## config.mk

```make
export PLATFORM = sky130hd
export DESIGN_NAME = sdmf_frame_arbiter
export DESIGN_NICKNAME = d
export VERILOG_FILES = /design/src/rtl/sdmf_frame_arbiter.sv
export SDC_FILE = /design/constraint.sdc
export NUM_CORES = 1
export LEC_CHECK = 0
export CAP_MARGIN = 30
export CELL_PAD_IN_SITES_DETAIL_PLACEMENT = 0
export CELL_PAD_IN_SITES_GLOBAL_PLACEMENT = 1
export CORE_MARGIN = 1.5
export CORE_UTILIZATION = 23
export DETAILED_ROUTE_END_ITERATION = 12
export GPL_TIMING_DRIVEN = 0
export PLACE_DENSITY_LB_ADDON = 0.1
export RECOVER_POWER = 50
export SLEW_MARGIN = 15
export SYNTH_ARGS = -nofsm -noshare
export SYNTH_HDL_FRONTEND = slang
export SYNTH_SLANG_ARGS = --single-unit
```

## constraint.sdc

```tcl
create_clock -name clk -period 2.65 [get_ports clk]
set_clock_uncertainty 0.1 [all_clocks]
set_input_delay 0.53 -clock clk [delete_from_list [all_inputs] [get_ports clk]]
set_output_delay 0.53 -clock clk [all_outputs]
set_load 0.05 [all_outputs]
```

## src/rtl/sdmf_frame_arbiter.sv

```systemverilog
// Frame-granular round-robin arbiter: shares one SDMF sink among N_SRC sources,
// granting a whole frame (header strobe, beats to tlast) followed by one GAP cycle.
module sdmf_frame_arbiter #(
  parameter int N_SRC       = 4,
  parameter int SRC_W       = 2,
  parameter int FDSTI_WIDTH = 32,
  parameter int FDSSI_WIDTH = 2,
  parameter int DATA_WIDTH  = 24
) (
  input  logic                           clk,
  input  logic                           reset,
  input  logic [N_SRC-1:0]               src_en,
  input  logic [N_SRC-1:0]               s_frame_valid,
  input  logic [N_SRC*FDSTI_WIDTH-1:0]   s_FDSTI,
  input  logic [N_SRC*FDSSI_WIDTH-1:0]   s_FDSSI,
  input  logic [N_SRC-1:0]               s_tvalid,
  output logic [N_SRC-1:0]               s_tready,
  input  logic [N_SRC-1:0]               s_tlast,
  input  logic [N_SRC*DATA_WIDTH-1:0]    s_tdata,
  output logic                           m_frame_valid,
  output logic                           m_FI_valid,
  output logic [FDSTI_WIDTH-1:0]         m_FDSTI,
  output logic [FDSSI_WIDTH-1:0]         m_FDSSI,
  output logic                           m_tvalid,
  input  logic                           m_tready,
  output logic                           m_tlast,
  output logic [DATA_WIDTH-1:0]          m_tdata,
  output logic [SRC_W-1:0]               grant_id,
  output logic                           abort_pulse,
  output logic [15:0]                    frame_cnt
);

  typedef enum logic [1:0] {IDLE, HDR, DATA, GAP} state_t;

  state_t                 state_q, state_d;
  logic [SRC_W-1:0]       grant_q, grant_d, rr_q, rr_d;
  logic [FDSTI_WIDTH-1:0] fdsti_q, fdsti_d;
  logic [FDSSI_WIDTH-1:0] fdssi_q, fdssi_d;
  logic [15:0]            cnt_q, cnt_d;
  logic                   abort_q, abort_d;
  logic                   fv_q, fi_q;

  logic [N_SRC-1:0]       req;
  logic                   pick_vld;
  logic [SRC_W-1:0]       pick_idx, sel;
  logic                   g_fv, g_tv, g_tl, last_hs, drop;
  logic [DATA_WIDTH-1:0]  g_td;

  assign req = s_frame_valid & src_en;

  // Search rr+1, rr+2, ... so the last granted source has lowest priority.
  always_comb begin
    pick_vld = 1'b0;
    pick_idx = '0;
    sel      = '0;
    for (int k = 1; k <= N_SRC; k++) begin
      sel = SRC_W'((int'(rr_q) + k) % N_SRC);
      if (!pick_vld && req[sel]) begin
        pick_vld = 1'b1;
        pick_idx = sel;
      end
    end
  end

  assign g_fv    = s_frame_valid[grant_q];
  assign g_tv    = s_tvalid[grant_q];
  assign g_tl    = s_tlast[grant_q];
  assign g_td    = s_tdata[int'(grant_q)*DATA_WIDTH +: DATA_WIDTH];
  // A tlast handshake wins over a simultaneous frame_valid drop.
  assign last_hs = g_tv & m_tready & g_tl;
  assign drop    = ~g_fv & ~last_hs;

  always_comb begin
    state_d  = state_q;
    grant_d  = grant_q;
    rr_d     = rr_q;
    fdsti_d  = fdsti_q;
    fdssi_d  = fdssi_q;
    cnt_d    = cnt_q;
    abort_d  = 1'b0;
    m_tvalid = 1'b0;
    m_tlast  = 1'b0;
    m_tdata  = '0;
    s_tready = '0;
    case (state_q)
      IDLE: begin
        if (pick_vld) begin
          state_d = HDR;
          grant_d = pick_idx;
          rr_d    = pick_idx;
          fdsti_d = s_FDSTI[int'(pick_idx)*FDSTI_WIDTH +: FDSTI_WIDTH];
          fdssi_d = s_FDSSI[int'(pick_idx)*FDSSI_WIDTH +: FDSSI_WIDTH];
        end
      end
      HDR: state_d = DATA;
      DATA: begin
        m_tvalid          = g_tv & ~drop;
        m_tlast           = g_tl;
        m_tdata           = g_td;
        s_tready[grant_q] = m_tready & ~drop;
        if (last_hs) begin
          cnt_d   = cnt_q + 16'd1;
          state_d = GAP;
        end else if (drop) begin
          abort_d = 1'b1;
          state_d = GAP;
        end
      end
      GAP:     state_d = IDLE;
      default: state_d = IDLE;
    endcase
  end

  always_ff @(posedge clk or posedge reset) begin
    if (reset) begin
      state_q <= IDLE;
      grant_q <= '0;
      rr_q    <= SRC_W'(N_SRC - 1);
      fdsti_q <= '0;
      fdssi_q <= '0;
      cnt_q   <= '0;
      abort_q <= 1'b0;
      fv_q    <= 1'b0;
      fi_q    <= 1'b0;
    end else begin
      state_q <= state_d;
      grant_q <= grant_d;
      rr_q    <= rr_d;
      fdsti_q <= fdsti_d;
      fdssi_q <= fdssi_d;
      cnt_q   <= cnt_d;
      abort_q <= abort_d;
      fv_q    <= (state_d == HDR) || (state_d == DATA);
      fi_q    <= (state_d == HDR);
    end
  end

  assign m_frame_valid = fv_q;
  assign m_FI_valid    = fi_q;
  assign m_FDSTI       = fdsti_q;
  assign m_FDSSI       = fdssi_q;
  assign grant_id      = grant_q;
  assign abort_pulse   = abort_q;
  assign frame_cnt     = cnt_q;

endmodule
```

=== Word-level counts from Yosys, hierarchy flattened ===
Cells that the tools add are included.

* $add $sub $neg: 5
* Multipliers: 1
* $lt $le $gt $ge: 6
* Equal/unequal tests: 5
* Shifts and indexed selects: 3
* Multiplexer cells: 35
* Bitwise logic cells: 10
* Reductions and logical operators: 11

{| class="wikitable"
|+ Operator list
! kind !! count
|-
| $shiftx 128x8->32 || 1
|-
| $shiftx 96x8->24 || 1
|-
| $mux 24 || 1
|-
| $mux 1 || 17
|-
| $add 16x1->16 const B || 1
|-
| $lt 2x3->1 const B || 5
|-
| $bmux 1 s2 || 7
|-
| $mux 2 || 7
|-
| $and 4x4->4 || 2
|-
| $pmux 2 s4 || 1
|-
| $shiftx 8x4->2 || 1
|-
| $eq 2x2->1 const B || 3
|-
| $and 1x1->1 || 5
|-
| $add 2x1->2 const B || 2
|-
| $add 2x2->2 const B || 2
|-
| $eq 2x1->1 const B || 2
|-
| $logic_and 1x1->1 || 4
|-
| $mul 2x2->4 const B || 1
|-
| $mux 4 || 1
|-
| $reduce_and 2->1 || 2
|-
| $logic_not 1->1 || 3
|-
| $not 1->1 || 3
|-
| $demux 1 s2 || 1
|-
| $ge 2x1->1 const B || 1
|-
| other kinds (2) || 2
|}

* Register bits after elaboration: 59
* Output and inout bits: 85

=== Longest topological paths before layout ===
* Depth in word-level cells: 17
* Mapped depth: 8
* Gate-level depth less buffers: 8

=== Least setup slack after synthesis ===
Ideal clock, no wire load.

* Path type: register to output
* From: register grant_q[0], in the netlist grant_id[0]
* To: output s_tready[1]
* Arrival: 2.962 ns
* Required time: 2.020 ns
* Slack: -0.942 ns
* Stages on the path, launching flop included: 5
* Path buffers: 2
* Cell sequence: dfrtp_1 buf_2 buf_2 inv_1 nor4_1

* Word-level cells in the longest chain between the ends: 10

{| class="wikitable"
|+ Ends and longest elaborated chain
! element !! RTL line !! source
|-
| from (decl) || 36 || <nowiki>logic [SRC_W-1:0] grant_q, grant_d, rr_q, rr_d;</nowiki>
|-
| from (signal assigned) || 127 || <nowiki>grant_q <= grant_d;</nowiki>
|-
| $bmux 1 s2 || 66 || <nowiki>assign g_tv = s_tvalid[grant_q];</nowiki>
|-
| $mux 1 (implied by the code) || 66 ||
|-
| $and 1x1->1 (2 in series) || 70 || <nowiki>assign last_hs = g_tv & m_tready & g_tl;</nowiki>
|-
| $not 1->1 || 71 || <nowiki>assign drop = ~g_fv & ~last_hs;</nowiki>
|-
| $and 1x1->1 || 71 ||
|-
| $not 1->1 || 100 || <nowiki>s_tready[grant_q] = m_tready & ~drop;</nowiki>
|-
| $and 1x1->1 || 100 ||
|-
| $and 4x4->4 (no source line) (*) || -- ||
|-
| $mux 4 (*) || 85 || <nowiki>case (state_q)</nowiki>
|-
| to (decl) || 17 || <nowiki>output logic [N_SRC-1:0] s_tready,</nowiki>
|}

Mark *: on every way between the ends. The rest lies on a longest branch, timed or not. The select of a mux whose other input is x is not followed.

=== Worst setup path after layout ===
* From: register grant_q[0], in the netlist grant_id[0]
* To: output s_tready[3]

Same word-level chain as after synthesis.

==> flow_metrics.env <==
export IMPL_status="completed"
export IMPL_switching_share_pct=48.3
export IMPL_power_leakage_nw=3.42
export IMPL_period_minus_slack_ns=2.61
export IMPL_timing_fmax_mhz=383
export IMPL_cts_hold_buf=0
export IMPL_p_int_mw=4.54
export IMPL_use_met2_pct=35.0
export IMPL_drv_slew=0
export IMPL_clkSinkCount=59
export IMPL_boundaryPins=336
export IMPL_dp_hpwl_mm=14.7
export IMPL_use_met1_pct=21.9
export IMPL_min_path_cells=1
export IMPL_clock_power_share_pct=14.7
export IMPL_cts_root_buffer="clkbuf_16"
export IMPL_initial_utilization_pct=23.6
export IMPL_met3_usage_pct=5.26
export IMPL_detail_route_antenna_nets=0
export IMPL_hold_violations=0
export IMPL_setup_viol=0
export IMPL_ys_ff_latch=59
export IMPL_arrival_ns=1.98
export IMPL_die_area_sq_um=18600
export IMPL_yosysWarnings=0
export IMPL_drive_gt1_share_pct=17.1
export IMPL_hp_class="flop to flop"
export IMPL_io_buffers=335
export IMPL_synth_enable_flop_cells=0
export IMPL_vias=4492
export IMPL_drtIter0Drc=101
export IMPL_syn_avg_cell_area_sq_um=10.9
export IMPL_synth_cell_type_count=38
export IMPL_tightest_slew_ns=0.860
export IMPL_numCtsBuffers=9
export IMPL_cts_max_level=3
export IMPL_power_density_nw_per_um2=1060
export IMPL_netlist_area_sq_um=4100
export IMPL_grtUsageTotal_pct=19.4
export IMPL_finalNetCount=987
export IMPL_ir_drop_mv=0.673
export IMPL_syn_to_final_growth_pct=101
export IMPL_end_kind="output pin"
export IMPL_place_inst=937
export IMPL_coreArea_sq_um=17400
export IMPL_avgViaCountPerCell=4.66
export IMPL_power_frac_comb_pct=68.1
export IMPL_clockBufferDepth=2
export IMPL_core_rowCount=48
export IMPL_critPathLaunchType="flop"
export IMPL_die_h_um=137
export IMPL_crit_type="flop to output pin"
export IMPL_syn_inst=376
export IMPL_die_w_um=137
export IMPL_clkLatencyLatePin_ns=0.33
export IMPL_fin_crit_sh_pct=98.5
export IMPL_cts_tree="yes"
export IMPL_drt_total_wl_mm=18.2
export IMPL_grt_pass1_vias=4848
export IMPL_rr_worst_depth=7
export IMPL_drc=0
export IMPL_synth_flop_cell="dfrtp_1"
export IMPL_critPathMaxFanout=3
export IMPL_ys_async_sr_fraction_pct=100
export IMPL_fin_total_pwr_mw=8.78
export IMPL_gp_congestion=0.805
export IMPL_cts_clk_slew_worst_paths_ns=0.06
export IMPL_antenna_found_initial=2
export IMPL_seq_power_share_pct=17.2
export IMPL_fin_cells=963
export IMPL_max_slew_margin_pct=42.2
export IMPL_drt_wirelength_per_cell_um=18.9
export IMPL_fillers=1588
export IMPL_grt_pass1_wl_mm=27.3
export IMPL_worst_ep_required_time_ns=2.02
export IMPL_grt_overflow=0
export IMPL_grt_max_degree=50
export IMPL_p_sw_mw=4.24
export IMPL_dr_pass1_iters=4
export IMPL_rsz0062_at_grt="true"
export IMPL_syn_num_nets=632
export IMPL_seq_area_frac_synth_pct=36.1
export IMPL_top_usage_layer="met2"
export IMPL_cap_violations=0
==> cells by family after synthesis <==
family / share of synthesized area [%]
AND/OR/NAND/NOR: 13.0
multiplexers: 31.8
flip-flops: 36.1
AO/OA/AOI/OAI: 10.4
buffers and inverters: 3.97
XOR/XNOR: 3.20
adder cells (fa/ha/maj): 1.53
==> area by class of cell <==
type,instances,area (sq um),share of cell area (%)
inverter,14,53.8,0.651
multi-input combinational,277,2530,30.6
clock inverter,7,100,1.21
buffer,26,195,2.36
antenna,2,5.00,0.0606
clock buffer,9,225,2.73
sequential,59,1480,17.9
tap,225,282,3.41
timing repair buffer,344,3390,41.0
==> cells in the final DEF (no fill, tap or decap), drive strengths merged, types with 2 or more instances in the layout <==
| cell type | count |
|---|---|
| a21o | 2 |
| a21oi | 4 |
| a221oi | 34 |
| and2 | 28 |
| buf | 35 |
| bufinv | 2 |
| clkbuf | 33 |
| clkdlybuf4s15 | 6 |
| clkdlybuf4s50 | 292 |
| clkinv | 4 |
| dfrtp | 57 |
| dfstp | 2 |
| diode | 2 |
| dlygate4sd2 | 11 |
| ha | 5 |
| inv | 14 |
| mux2i | 68 |
| mux4 | 27 |
| nand2 | 15 |
| nand3 | 4 |
| nand4 | 5 |
| nor2 | 48 |
| nor3 | 2 |
| nor4 | 2 |
| o221ai | 2 |
| o22ai | 3 |
| xnor2 | 10 |
| xor2 | 5 |
==> cell usage after synthesis, types with 3 or more instances <==
library cell  instances  area share, %
ha_1                  5            1.5
mux4_2               26             14
clkbuf_1             16            1.5
xnor2_1              10            2.1
nand2_1              14            1.3
a21oi_1               4           0.49
nor2_1               48            4.4
o22ai_1               3           0.46
dfrtp_1              57             35
inv_1                14            1.3
and2_1               28            4.3
buf_2                10            1.2
nand4_1               5           0.76
nand3_1               4           0.49
a221oi_1             34            7.3
mux2i_1              68             17
xor2_1                5            1.1
==> stage by stage <==
step / setup TNS (ns) / area (sq um) / utilization, % / worst slack, ns / hold WS [ns]
after floorplan: 0 / 4140 / - / 0.0812 / 0.408
after global placement: -68.59 / 7780 / 44.8 / -0.920 / 0.361
after detailed placement: -34.42 / 7810 / 45.0 / -0.959 / 0.370
after CTS: 0 / 8180 / 47.1 / 0.00296 / 0.345
after global routing: -0.136 / 8260 / 47.6 / -0.0428 / 0.405
final: 0 / 8260 / 47.6 / 0.0398 / 0.371
==> power groups by stage <==
stage	registers (mW)	clock network (mW)	logic (mW)
global route	1.56	1.37	6.35
detailed placement	1.52	0	5.85
global placement	1.51	0	5.79
floorplan	2.57	0	2.76
finish	1.51	1.29	5.98
CTS	1.51	1.33	5.96
==> critical path, cell delays in order, from the launching register on <==
cell and delay (ns):
dfrtp_2 0.40, buf_12 0.12, mux4_2 0.56, a21oi_4 0.20, nor2_2 0.05, nand2_2 0.11
nor2_4 0.05, buf_8 0.15
==> metal layers <==
layer / wire length [um] / vias to the layer above
met4: 411 / 0
met5: 0 / -
met2: 9370 / 209
li1: - / 2140
met3: 1470 / 25
met1: 6950 / 2118
==> worst paths after layout <==
kind | slack, ns | endpoint | startpoint
max in group asynchronous | 1.19 | rr_q[0]$_DFFE_PP1P_ | reset
setup / recovery | 0.04 | s_tready[3] | grant_id[0]$_DFFE_PP0P_
hold / removal | 0.37 | frame_cnt[15]$_DFFE_PP0P_ | frame_cnt[15]$_DFFE_PP0P_
min in group asynchronous | 0.58 | frame_cnt[11]$_DFFE_PP0P_ | reset
hold reg to reg | 0.37 | frame_cnt[15]$_DFFE_PP0P_ | frame_cnt[15]$_DFFE_PP0P_
setup reg to reg | 0.19 | frame_cnt[15]$_DFFE_PP0P_ | grant_id[0]$_DFFE_PP0P_
==> registers in the layout, indices dropped and copies added (netlist names) <==
register and flops:
m_FDSSI 2, m_FI_valid 1, abort_pulse 1, grant_id 2, m_frame_valid 1, rr_q 2, frame_cnt 16, m_FDSTI 32
state_q 2
==> repair_timing <==
item                                    4_1_cts  5_1_grt
pin swaps                                     5        6
endpoints found under the setup margin       62       58
resized for setup                           187       37
gates cloned                                  0        0
endpoints found under the hold margin         0        0
buffers inserted                              6        2
Note: power is estimated with default switching activity, not from simulation.
